==> config.mk <==
export PLATFORM = sky130hd
export DESIGN_NAME = wb_aes_driver_flat
export DESIGN_NICKNAME = d
export VERILOG_FILES = /design/src/rtl/wb_aes_driver_pkg.sv /design/src/rtl/wb_aes_driver_if.sv /design/src/rtl/wb_aes_driver_master_port.sv /design/src/rtl/wb_aes_driver.sv /design/src/flat_wrapper.sv
export SDC_FILE = /design/constraint.sdc
export NUM_CORES = 1
export LEC_CHECK = 0
export CAP_MARGIN = 0
export CORE_MARGIN = 2
export CORE_UTILIZATION = 35
export DETAILED_ROUTE_END_ITERATION = 10
export PLACE_DENSITY_LB_ADDON = 0.12
export SLEW_MARGIN = 20
export SYNTH_ARGS = -nofsm -noshare
export SYNTH_HDL_FRONTEND = slang
export SYNTH_SLANG_ARGS = --single-unit
==> constraint.sdc <==
create_clock -name wb_clk_i -period 6.6 [get_ports wb_clk_i]
set_input_delay 1.98 -clock wb_clk_i [delete_from_list [all_inputs] [get_ports wb_clk_i]]
set_output_delay 1.98 -clock wb_clk_i [all_outputs]
set_load 0.05 [all_outputs]
==> src/rtl/wb_aes_driver_pkg.sv <==
// Shared definitions for the AES Wishbone driver.
// Holds the AES register-block offsets, control/status bit positions, the
// sequencer state encoding and small helpers for word selection, register
// addressing and control-word assembly.
package wb_aes_driver_pkg;

    localparam logic [7:0] OFS_KEY  = 8'h00;
    localparam logic [7:0] OFS_DATA = 8'h20;
    localparam logic [7:0] OFS_RES  = 8'h30;
    localparam logic [7:0] OFS_CTRL = 8'h40;

    localparam int STAT_BUSY_BIT = 16;

    localparam int CTRL_LOAD_BIT = 0;
    localparam int CTRL_DEC_BIT  = 1;
    localparam int CTRL_SIZE_LSB = 2;
    localparam int CTRL_SRST_BIT = 8;

    typedef enum logic [2:0] {
        ST_IDLE,
        ST_KEY,
        ST_DATA,
        ST_CTRL,
        ST_POLL,
        ST_READ
    } state_t;

    // Key word i is the i-th 32-bit slice counting down from the MSB.
    function automatic logic [31:0] key_word(input logic [255:0] k, input logic [2:0] i);
        logic [255:0] s;
        s = k << {i, 5'd0};
        return s[255:224];
    endfunction

    function automatic logic [31:0] data_word(input logic [127:0] d, input logic [1:0] i);
        logic [127:0] s;
        s = d << {i, 5'd0};
        return s[127:96];
    endfunction

    function automatic logic [31:0] reg_adr(input logic [31:0] base, input logic [7:0] ofs,
                                            input logic [2:0] idx);
        return base + {24'h0, ofs} + {27'h0, idx, 2'b00};
    endfunction

    // Soft reset is never requested: a load always runs on the current key.
    function automatic logic [31:0] ctrl_word(input logic [1:0] size, input logic dec);
        logic [31:0] w;
        w = '0;
        w[CTRL_LOAD_BIT]            = 1'b1;
        w[CTRL_DEC_BIT]             = dec;
        w[CTRL_SIZE_LSB +: 2]       = size;
        w[CTRL_SRST_BIT]            = 1'b0;
        return w;
    endfunction

endpackage

==> src/rtl/wb_aes_driver_if.sv <==
// Wishbone B3 classic-cycle bus between the AES driver (master) and the AES
// register block (slave).
//   wb_adr_o/wb_dat_o/wb_sel_o/wb_we_o/wb_cyc_o/wb_stb_o/wb_cti_o/wb_bte_o : master -> slave
//   wb_dat_i/wb_ack_i/wb_err_i                                               : slave -> master
interface wb_aes_driver_if;
    logic [31:0] wb_adr_o;
    logic [31:0] wb_dat_o;
    logic [3:0]  wb_sel_o;
    logic        wb_we_o;
    logic        wb_cyc_o;
    logic        wb_stb_o;
    logic [2:0]  wb_cti_o;
    logic [1:0]  wb_bte_o;
    logic [31:0] wb_dat_i;
    logic        wb_ack_i;
    logic        wb_err_i;

    modport master (
        output wb_adr_o, wb_dat_o, wb_sel_o, wb_we_o, wb_cyc_o, wb_stb_o, wb_cti_o, wb_bte_o,
        input  wb_dat_i, wb_ack_i, wb_err_i
    );

    modport slave (
        input  wb_adr_o, wb_dat_o, wb_sel_o, wb_we_o, wb_cyc_o, wb_stb_o, wb_cti_o, wb_bte_o,
        output wb_dat_i, wb_ack_i, wb_err_i
    );
endinterface

==> src/rtl/wb_aes_driver_master_port.sv <==
// Single-access Wishbone master engine.
// Launches one classic-cycle access when idle and req is high, holds it until
// ack, bus error or ack timeout, then drops cyc/stb.
//   wb_clk_i, wb_rst_n_i : clock, async active-low reset
//   req, we, adr, dat    : access request (sampled only while no access is open)
//   ack                  : access completed normally (combinational, valid on the ack cycle)
//   err                  : access failed by wb_err_i or ack timeout
//   rdata                : read data, valid together with ack
//   wb                   : Wishbone master modport
module wb_aes_driver_master_port #(
    parameter int unsigned ACK_TIMEOUT = 255
) (
    input  logic        wb_clk_i,
    input  logic        wb_rst_n_i,
    input  logic        req,
    input  logic        we,
    input  logic [31:0] adr,
    input  logic [31:0] dat,
    output logic        ack,
    output logic        err,
    output logic [31:0] rdata,
    wb_aes_driver_if.master wb
);

    localparam int TW = $clog2(ACK_TIMEOUT + 1);

    logic          cyc_q;
    logic          we_q;
    logic [31:0]   adr_q;
    logic [31:0]   dat_q;
    logic [TW-1:0] tmr_q;
    logic          tmr_tc;

    // Terminal count only matters when no ack arrives in that same cycle.
    assign tmr_tc = (tmr_q == '0);
    assign ack    = cyc_q && wb.wb_ack_i && !wb.wb_err_i;
    assign err    = cyc_q && (wb.wb_err_i || (!wb.wb_ack_i && tmr_tc));
    assign rdata  = wb.wb_dat_i;

    always_ff @(posedge wb_clk_i or negedge wb_rst_n_i) begin
        if (!wb_rst_n_i) begin
            cyc_q <= 1'b0;
            we_q  <= 1'b0;
            adr_q <= '0;
            dat_q <= '0;
            tmr_q <= '0;
        end else if (cyc_q) begin
            // Closing here yields the one idle cycle before any following access.
            if (ack || err) begin
                cyc_q <= 1'b0;
                we_q  <= 1'b0;
            end else begin
                tmr_q <= tmr_q - TW'(1);
            end
        end else if (req) begin
            cyc_q <= 1'b1;
            we_q  <= we;
            adr_q <= adr;
            dat_q <= dat;
            tmr_q <= TW'(ACK_TIMEOUT - 1);
        end
    end

    assign wb.wb_cyc_o = cyc_q;
    assign wb.wb_stb_o = cyc_q;
    assign wb.wb_we_o  = we_q;
    assign wb.wb_adr_o = adr_q;
    assign wb.wb_dat_o = dat_q;
    assign wb.wb_sel_o = {4{cyc_q}};
    assign wb.wb_cti_o = 3'b000;
    assign wb.wb_bte_o = 2'b00;

endmodule

==> src/rtl/wb_aes_driver.sv <==
// AES register-block driver: runs one complete AES operation over Wishbone.
//   wb_clk_i, wb_rst_n_i      : clock, async active-low reset
//   start_i                   : begin an operation (only while idle)
//   skip_key_i, dec_i, size_i : operation options, captured at start
//   key_i, data_i             : key and input block, captured at start
//   busy_o                    : operation in progress
//   done_o                    : one-cycle success pulse, result_o valid
//   err_o                     : sticky failure flag, cleared by the next accepted start
//   result_o                  : last successful result
//   wb                        : Wishbone master modport
//
// state   | meaning
// IDLE    | waiting for start_i; first access launched on acceptance
// KEY     | writing key words 0..7
// DATA    | writing data-in words 0..3
// CTRL    | writing the control word (load, dec, size)
// POLL    | reading status until the busy bit clears
// READ    | reading result words 0..3
module wb_aes_driver
    import wb_aes_driver_pkg::*;
#(
    parameter logic [31:0] BASE_ADR    = 32'h0000_0000,
    parameter int unsigned ACK_TIMEOUT = 255,
    parameter int unsigned POLL_MAX    = 1023
) (
    input  logic         wb_clk_i,
    input  logic         wb_rst_n_i,
    input  logic         start_i,
    input  logic         skip_key_i,
    input  logic         dec_i,
    input  logic [1:0]   size_i,
    input  logic [255:0] key_i,
    input  logic [127:0] data_i,
    output logic         busy_o,
    output logic         done_o,
    output logic         err_o,
    output logic [127:0] result_o,
    wb_aes_driver_if.master wb
);

    localparam int PW = $clog2(POLL_MAX + 1);

    state_t        state_q, state_d;
    logic [2:0]    idx_q, idx_d;
    logic [PW-1:0] poll_q, poll_d;

    logic          dec_q;
    logic [1:0]    size_q;
    logic [255:0]  key_q;
    logic [127:0]  data_q;
    logic [95:0]   rd_buf_q;

    logic          req, we;
    logic [31:0]   adr, dat;
    logic          p_ack, p_err;
    logic [31:0]   p_rdata;
    logic          accept, finish, fail;

    wb_aes_driver_master_port #(
        .ACK_TIMEOUT(ACK_TIMEOUT)
    ) u_port (
        .wb_clk_i  (wb_clk_i),
        .wb_rst_n_i(wb_rst_n_i),
        .req       (req),
        .we        (we),
        .adr       (adr),
        .dat       (dat),
        .ack       (p_ack),
        .err       (p_err),
        .rdata     (p_rdata),
        .wb        (wb)
    );

    always_ff @(posedge wb_clk_i or negedge wb_rst_n_i) begin
        if (!wb_rst_n_i) begin
            state_q <= ST_IDLE;
            idx_q   <= '0;
            poll_q  <= '0;
        end else begin
            state_q <= state_d;
            idx_q   <= idx_d;
            poll_q  <= poll_d;
        end
    end

    // Outside IDLE, req stays high; the port only takes it once the
    // previous access has closed, which is how the next access follows the gap.
    always_comb begin
        state_d = state_q;
        idx_d   = idx_q;
        poll_d  = poll_q;
        req     = 1'b0;
        we      = 1'b1;
        adr     = reg_adr(BASE_ADR, OFS_KEY, idx_q);
        dat     = key_word(key_q, idx_q);
        accept  = 1'b0;
        finish  = 1'b0;
        fail    = 1'b0;
        unique case (state_q)
            ST_IDLE: begin
                req = start_i;
                // Inputs are used directly so the first access goes out on acceptance.
                if (skip_key_i) begin
                    adr = reg_adr(BASE_ADR, OFS_DATA, 3'd0);
                    dat = data_word(data_i, 2'd0);
                end else begin
                    adr = reg_adr(BASE_ADR, OFS_KEY, 3'd0);
                    dat = key_word(key_i, 3'd0);
                end
                if (start_i) begin
                    accept  = 1'b1;
                    idx_d   = '0;
                    state_d = skip_key_i ? ST_DATA : ST_KEY;
                end
            end
            ST_KEY: begin
                req = 1'b1;
                if (p_ack) begin
                    idx_d = idx_q + 3'd1;
                    if (idx_q == 3'd7) begin
                        idx_d   = '0;
                        state_d = ST_DATA;
                    end
                end
            end
            ST_DATA: begin
                req = 1'b1;
                adr = reg_adr(BASE_ADR, OFS_DATA, {1'b0, idx_q[1:0]});
                dat = data_word(data_q, idx_q[1:0]);
                if (p_ack) begin
                    idx_d = idx_q + 3'd1;
                    if (idx_q[1:0] == 2'd3) begin
                        idx_d   = '0;
                        state_d = ST_CTRL;
                    end
                end
            end
            ST_CTRL: begin
                req = 1'b1;
                adr = reg_adr(BASE_ADR, OFS_CTRL, 3'd0);
                dat = ctrl_word(size_q, dec_q);
                if (p_ack) begin
                    poll_d  = PW'(POLL_MAX - 1);
                    state_d = ST_POLL;
                end
            end
            ST_POLL: begin
                req = 1'b1;
                we  = 1'b0;
                adr = reg_adr(BASE_ADR, OFS_CTRL, 3'd0);
                dat = '0;
                if (p_ack) begin
                    if (!p_rdata[STAT_BUSY_BIT]) begin
                        idx_d   = '0;
                        state_d = ST_READ;
                    end else if (poll_q == '0) begin
                        fail    = 1'b1;
                        state_d = ST_IDLE;
                    end else begin
                        poll_d = poll_q - PW'(1);
                    end
                end
            end
            ST_READ: begin
                req = 1'b1;
                we  = 1'b0;
                adr = reg_adr(BASE_ADR, OFS_RES, {1'b0, idx_q[1:0]});
                dat = '0;
                if (p_ack) begin
                    idx_d = idx_q + 3'd1;
                    if (idx_q[1:0] == 2'd3) begin
                        finish  = 1'b1;
                        state_d = ST_IDLE;
                    end
                end
            end
            default: state_d = ST_IDLE;
        endcase
        if (state_q != ST_IDLE && p_err) begin
            fail    = 1'b1;
            state_d = ST_IDLE;
        end
    end

    // Result words collect in a shadow buffer so result_o only changes on success.
    always_ff @(posedge wb_clk_i or negedge wb_rst_n_i) begin
        if (!wb_rst_n_i) begin
            busy_o   <= 1'b0;
            done_o   <= 1'b0;
            err_o    <= 1'b0;
            result_o <= '0;
            dec_q    <= 1'b0;
            size_q   <= '0;
            key_q    <= '0;
            data_q   <= '0;
            rd_buf_q <= '0;
        end else begin
            done_o <= finish;
            if (accept) begin
                busy_o <= 1'b1;
                err_o  <= 1'b0;
                dec_q  <= dec_i;
                size_q <= size_i;
                key_q  <= key_i;
                data_q <= data_i;
            end
            if (finish) begin
                busy_o   <= 1'b0;
                result_o <= {rd_buf_q, p_rdata};
            end else if (p_ack && state_q == ST_READ) begin
                rd_buf_q <= {rd_buf_q[63:0], p_rdata};
            end
            if (fail) begin
                busy_o <= 1'b0;
                err_o  <= 1'b1;
            end
        end
    end

endmodule

==> src/flat_wrapper.sv <==
// flat-port wrapper written by rule: the top's interface ports become plain ports
module wb_aes_driver_flat import wb_aes_driver_pkg::*;
#(
    parameter logic [31:0] BASE_ADR    = 32'h0000_0000,
    parameter int unsigned ACK_TIMEOUT = 255,
    parameter int unsigned POLL_MAX    = 1023
)
  (wb_clk_i, wb_rst_n_i, start_i, skip_key_i, dec_i, size_i, key_i, data_i, busy_o, done_o, err_o, result_o, wb_wb_adr_o, wb_wb_dat_o, wb_wb_sel_o, wb_wb_we_o, wb_wb_cyc_o, wb_wb_stb_o, wb_wb_cti_o, wb_wb_bte_o, wb_wb_dat_i, wb_wb_ack_i, wb_wb_err_i);
  wb_aes_driver_if wb_i ();
  input  logic wb_clk_i;
  input  logic wb_rst_n_i;
  input  logic start_i;
  input  logic skip_key_i;
  input  logic dec_i;
  input  logic [1:0] size_i;
  input  logic [255:0] key_i;
  input  logic [127:0] data_i;
  output logic busy_o;
  output logic done_o;
  output logic err_o;
  output logic [127:0] result_o;
  output wire logic [$bits(wb_i.wb_adr_o)-1:0] wb_wb_adr_o;
  output wire logic [$bits(wb_i.wb_dat_o)-1:0] wb_wb_dat_o;
  output wire logic [$bits(wb_i.wb_sel_o)-1:0] wb_wb_sel_o;
  output wire logic [$bits(wb_i.wb_we_o)-1:0] wb_wb_we_o;
  output wire logic [$bits(wb_i.wb_cyc_o)-1:0] wb_wb_cyc_o;
  output wire logic [$bits(wb_i.wb_stb_o)-1:0] wb_wb_stb_o;
  output wire logic [$bits(wb_i.wb_cti_o)-1:0] wb_wb_cti_o;
  output wire logic [$bits(wb_i.wb_bte_o)-1:0] wb_wb_bte_o;
  input wire logic [$bits(wb_i.wb_dat_i)-1:0] wb_wb_dat_i;
  input wire logic [$bits(wb_i.wb_ack_i)-1:0] wb_wb_ack_i;
  input wire logic [$bits(wb_i.wb_err_i)-1:0] wb_wb_err_i;
  assign wb_wb_adr_o = wb_i.wb_adr_o;
  assign wb_wb_dat_o = wb_i.wb_dat_o;
  assign wb_wb_sel_o = wb_i.wb_sel_o;
  assign wb_wb_we_o = wb_i.wb_we_o;
  assign wb_wb_cyc_o = wb_i.wb_cyc_o;
  assign wb_wb_stb_o = wb_i.wb_stb_o;
  assign wb_wb_cti_o = wb_i.wb_cti_o;
  assign wb_wb_bte_o = wb_i.wb_bte_o;
  assign wb_i.wb_dat_i = wb_wb_dat_i;
  assign wb_i.wb_ack_i = wb_wb_ack_i;
  assign wb_i.wb_err_i = wb_wb_err_i;
  wb_aes_driver #(.BASE_ADR(BASE_ADR), .ACK_TIMEOUT(ACK_TIMEOUT), .POLL_MAX(POLL_MAX)) u_core (.wb_clk_i(wb_clk_i), .wb_rst_n_i(wb_rst_n_i), .start_i(start_i), .skip_key_i(skip_key_i), .dec_i(dec_i), .size_i(size_i), .key_i(key_i), .data_i(data_i), .busy_o(busy_o), .done_o(done_o), .err_o(err_o), .result_o(result_o), .wb(wb_i));
endmodule
==> impl_results.md <==
* Status: completed
* Worst Reg2Reg Path Length in Cells at 5
* Final Cycle Share at 0.623
* Pwr dens at 416 mW/mm^2
* Post-synthesis cell area at 0.0292 mm^2
* FMAX at 0.243 GHz
* Slowest library cell on the worst path: clkdlybuf4s50_1
* Clock buffer depth at 3
* Mean post-synth cell area at 13.4 um^2
* Via density per instance at 4.98
* CP Cell Sequence: clkdlybuf4s50_1
* Boundary Pins at 632
* Slew Limit Headroom at 0.226
* Final cell count without fillers at 3896
* Number of synthesized register bits at 677
* Layout cells sized above 1 at 0.270
* Via Count at 19409
* GR Util All Layers at 0.202
* Sequential share of the synthesized area at 0.581
* Post-synth top flop: dfrtp_1
* Top area cells in the synthesized netlist: dfrtp_1, mux2_2, mux4_2, nand2_1, mux2i_1
* Number of cells on the critical path at 1
* Critical Path RT at 4.62 ns
* Post-Route WL at 86400 um
* Iter 0 DRT Violations at 1122
* Critical R2R Capture: u_core.key_q[39]
* Setup violators final at 0
* Yosys synthesis warning count at 0
* HPWL Detailed at 60400 um
* Final Max Tran Viols at 0
* Setup crit end kind: output pin
* Drt wl/cell at 22.2 um
* Layout area overhead at 33.4%
* # rows at 105
* Leak pwr at 16.7 nW
* Die ar. at 0.0857 mm^2
* # H-tree levels at 3
* Top cells by count, synth: dfrtp_1, mux2_2, nand2_1
* Cells after DPL at 3737
* First-pass GRT wire length at 131000 um
* RSZ-0062 raised after global routing: no
* Largest net degree at the start of global routing at 134
* Post-synth EDFFs at 0
* FFs w/ async S/R, synth at 1.00
* TritonCTS Buffers at 79
* Family with the most delay on the worst path: buffers and inverters
* CP Buf/Inv Count at 1
* Sink Count at 677
* Setup Skew at 0.0138 ns
* Worst Setup Path Type: register to output pin
* CP startpoint: u_core.u_port.wb.wb_cyc_o
* Die height at 293 um
* Reg2reg start: u_core.state_q[1]
* Peak supply drop at 229 uV
* Core Footprint at 0.0824 mm^2
* Worst Tran Pin Value at 1.16 ns
* Port buffer count at 599
* Setup Fix Bufs, Post-CTS at 0
* Grt ovf at 0
* Die width at 293 um
* Post-synth cell types at 60
* GP Congestion at 0.816
* Synth Instances at 2181
* CP max FO at 17
* Worst setup endpoint: wb_wb_sel_o[3]
* Post-CTS sizing at 0
* Drt drc at 0
* Post-synth top area share at 0.581
* Starting density of the core at 0.354
* Drt pass-1 iters at 5
* Setup TNS Final at 0 ns
* Vias in the first global route at 20691
* Crit path DAT at 2.13 ns
* Initial antenna violation count at 44
* Largest area contributor in the netlist: dfrtp_1
* Crit path time final at 4.11 ns
* Top-count cell post-synth: dfrtp_1
* Flop2flop setup slack at 3.28 ns
* Worst hold path class: register to register
* CTS Hold Bufs at 0
* Worst-Skew Late Latency at 0.61 ns
* Nets at 3180
* Root Driver: clkbuf_16
* Final ANT Viol Nets at 0
* Final-report hold violation count at 0
* Max incr delay on CP at 0.90 ns
* CP startpoint kind: register
* Clock-pin slew on the worst setup and hold paths at 0.06 ns
* CTS tree: built
* Max Cap Violations at 0
[cell usage in the layout, fill, tap and decap left out, types with 6 or more instances in the layout]
| cell | n |
|---|---|
| a31oi_1 | 34 |
| inv_1 | 11 |
| clkbuf_1 | 14 |
| bufinv_16 | 8 |
| mux2i_1 | 35 |
| conb_1 | 32 |
| buf_4 | 16 |
| mux4_2 | 96 |
| nand2_1 | 408 |
| clkbuf_8 | 16 |
| dfrtp_1 | 675 |
| a21oi_1 | 35 |
| nor2_1 | 76 |
| nand3_1 | 11 |
| xor2_1 | 6 |
| o21ai_0 | 20 |
| or3_1 | 8 |
| clkbuf_16 | 80 |
| clkinv_2 | 11 |
| buf_12 | 13 |
| ha_1 | 7 |
| mux2_2 | 484 |
| clkdlybuf4s50_1 | 597 |
| diode_2 | 20 |
| a22oi_1 | 31 |
[flip-flops by register name, indices dropped and copies added, names as in the netlist, 5 cells and up]
signal and count:
u_core.key_q 256, u_core.u_port.wb.wb_dat_o 32, u_core.u_port.tmr_q 8, u_core.u_port.wb.wb_adr_o 5
u_core.result_o 128, u_core.rd_buf_q 96, u_core.data_q 128, u_core.poll_q 10
[power by group]
group	switching (mW)	internal [mW]
sequential	0.840	5.58
combinational	2.50	2.76
clock	1.78	2.73
total	5.12	11.1
[logic make-up after synthesis]
logic type,Yosys count,synth area share
AO/OA/AOI/OAI,148,0.0345
XOR/XNOR,6,0.00180
adder cells (fa/ha/maj),7,0.00300
buffers and inverters,185,0.0315
flip-flops,677,0.581
multiplexers,615,0.273
other,1,0.000129
AND/OR/NAND/NOR,542,0.0756
[area by class of cell]
| cell class | instances | area [um^2] |
|---|---|---|
| antenna | 20 | 50.0 |
| clock buffer | 110 | 2270 |
| fill | 7337 | 43500 |
| tap | 1070 | 1340 |
| inverter | 12 | 47.5 |
| clock inverter | 29 | 413 |
| sequential | 677 | 16900 |
| multi-input combinational | 1350 | 11500 |
| timing repair buffer | 628 | 6380 |
[through the flow]
step	worst slack, ns	area (um^2)	util	total power [mW]	hold slack [ns]
2_1_floorplan	3.07	29300	-	10.0	0.435
3_3_place_gp	2.04	36200	0.439	11.6	0.445
3_5_place_dp	1.92	36200	0.439	11.8	0.451
4_1_cts	2.42	38900	0.472	16.4	0.468
5_1_grt	2.35	38900	0.472	17.1	0.492
6_report	2.49	38900	0.472	16.2	0.462
[how the worst min path moves through the flow]
stage | from | to | slack, ns | cells past startpoint
2_1_floorplan | u_core.rd_buf_q[68] | u_core.result_o[100] | 0.43 | 2
3_3_place_gp | u_core.rd_buf_q[69] | u_core.result_o[101] | 0.45 | 2
3_5_place_dp | u_core.rd_buf_q[87] | u_core.result_o[119] | 0.45 | 2
4_1_cts | u_core.rd_buf_q[87] | u_core.result_o[119] | 0.47 | 2
5_1_grt | u_core.rd_buf_q[69] | u_core.result_o[101] | 0.49 | 2
6_report | u_core.rd_buf_q[87] | u_core.result_o[119] | 0.46 | 2
[layer usage]
metal | share of wire | global-route usage
met5 | 0.0039 | 0
met1 | 0.42 | 0.258
met2 | 0.48 | 0.322
met4 | 0.024 | 0.0710
met3 | 0.071 | 0.0637
Power figures use the tool's default switching activity.
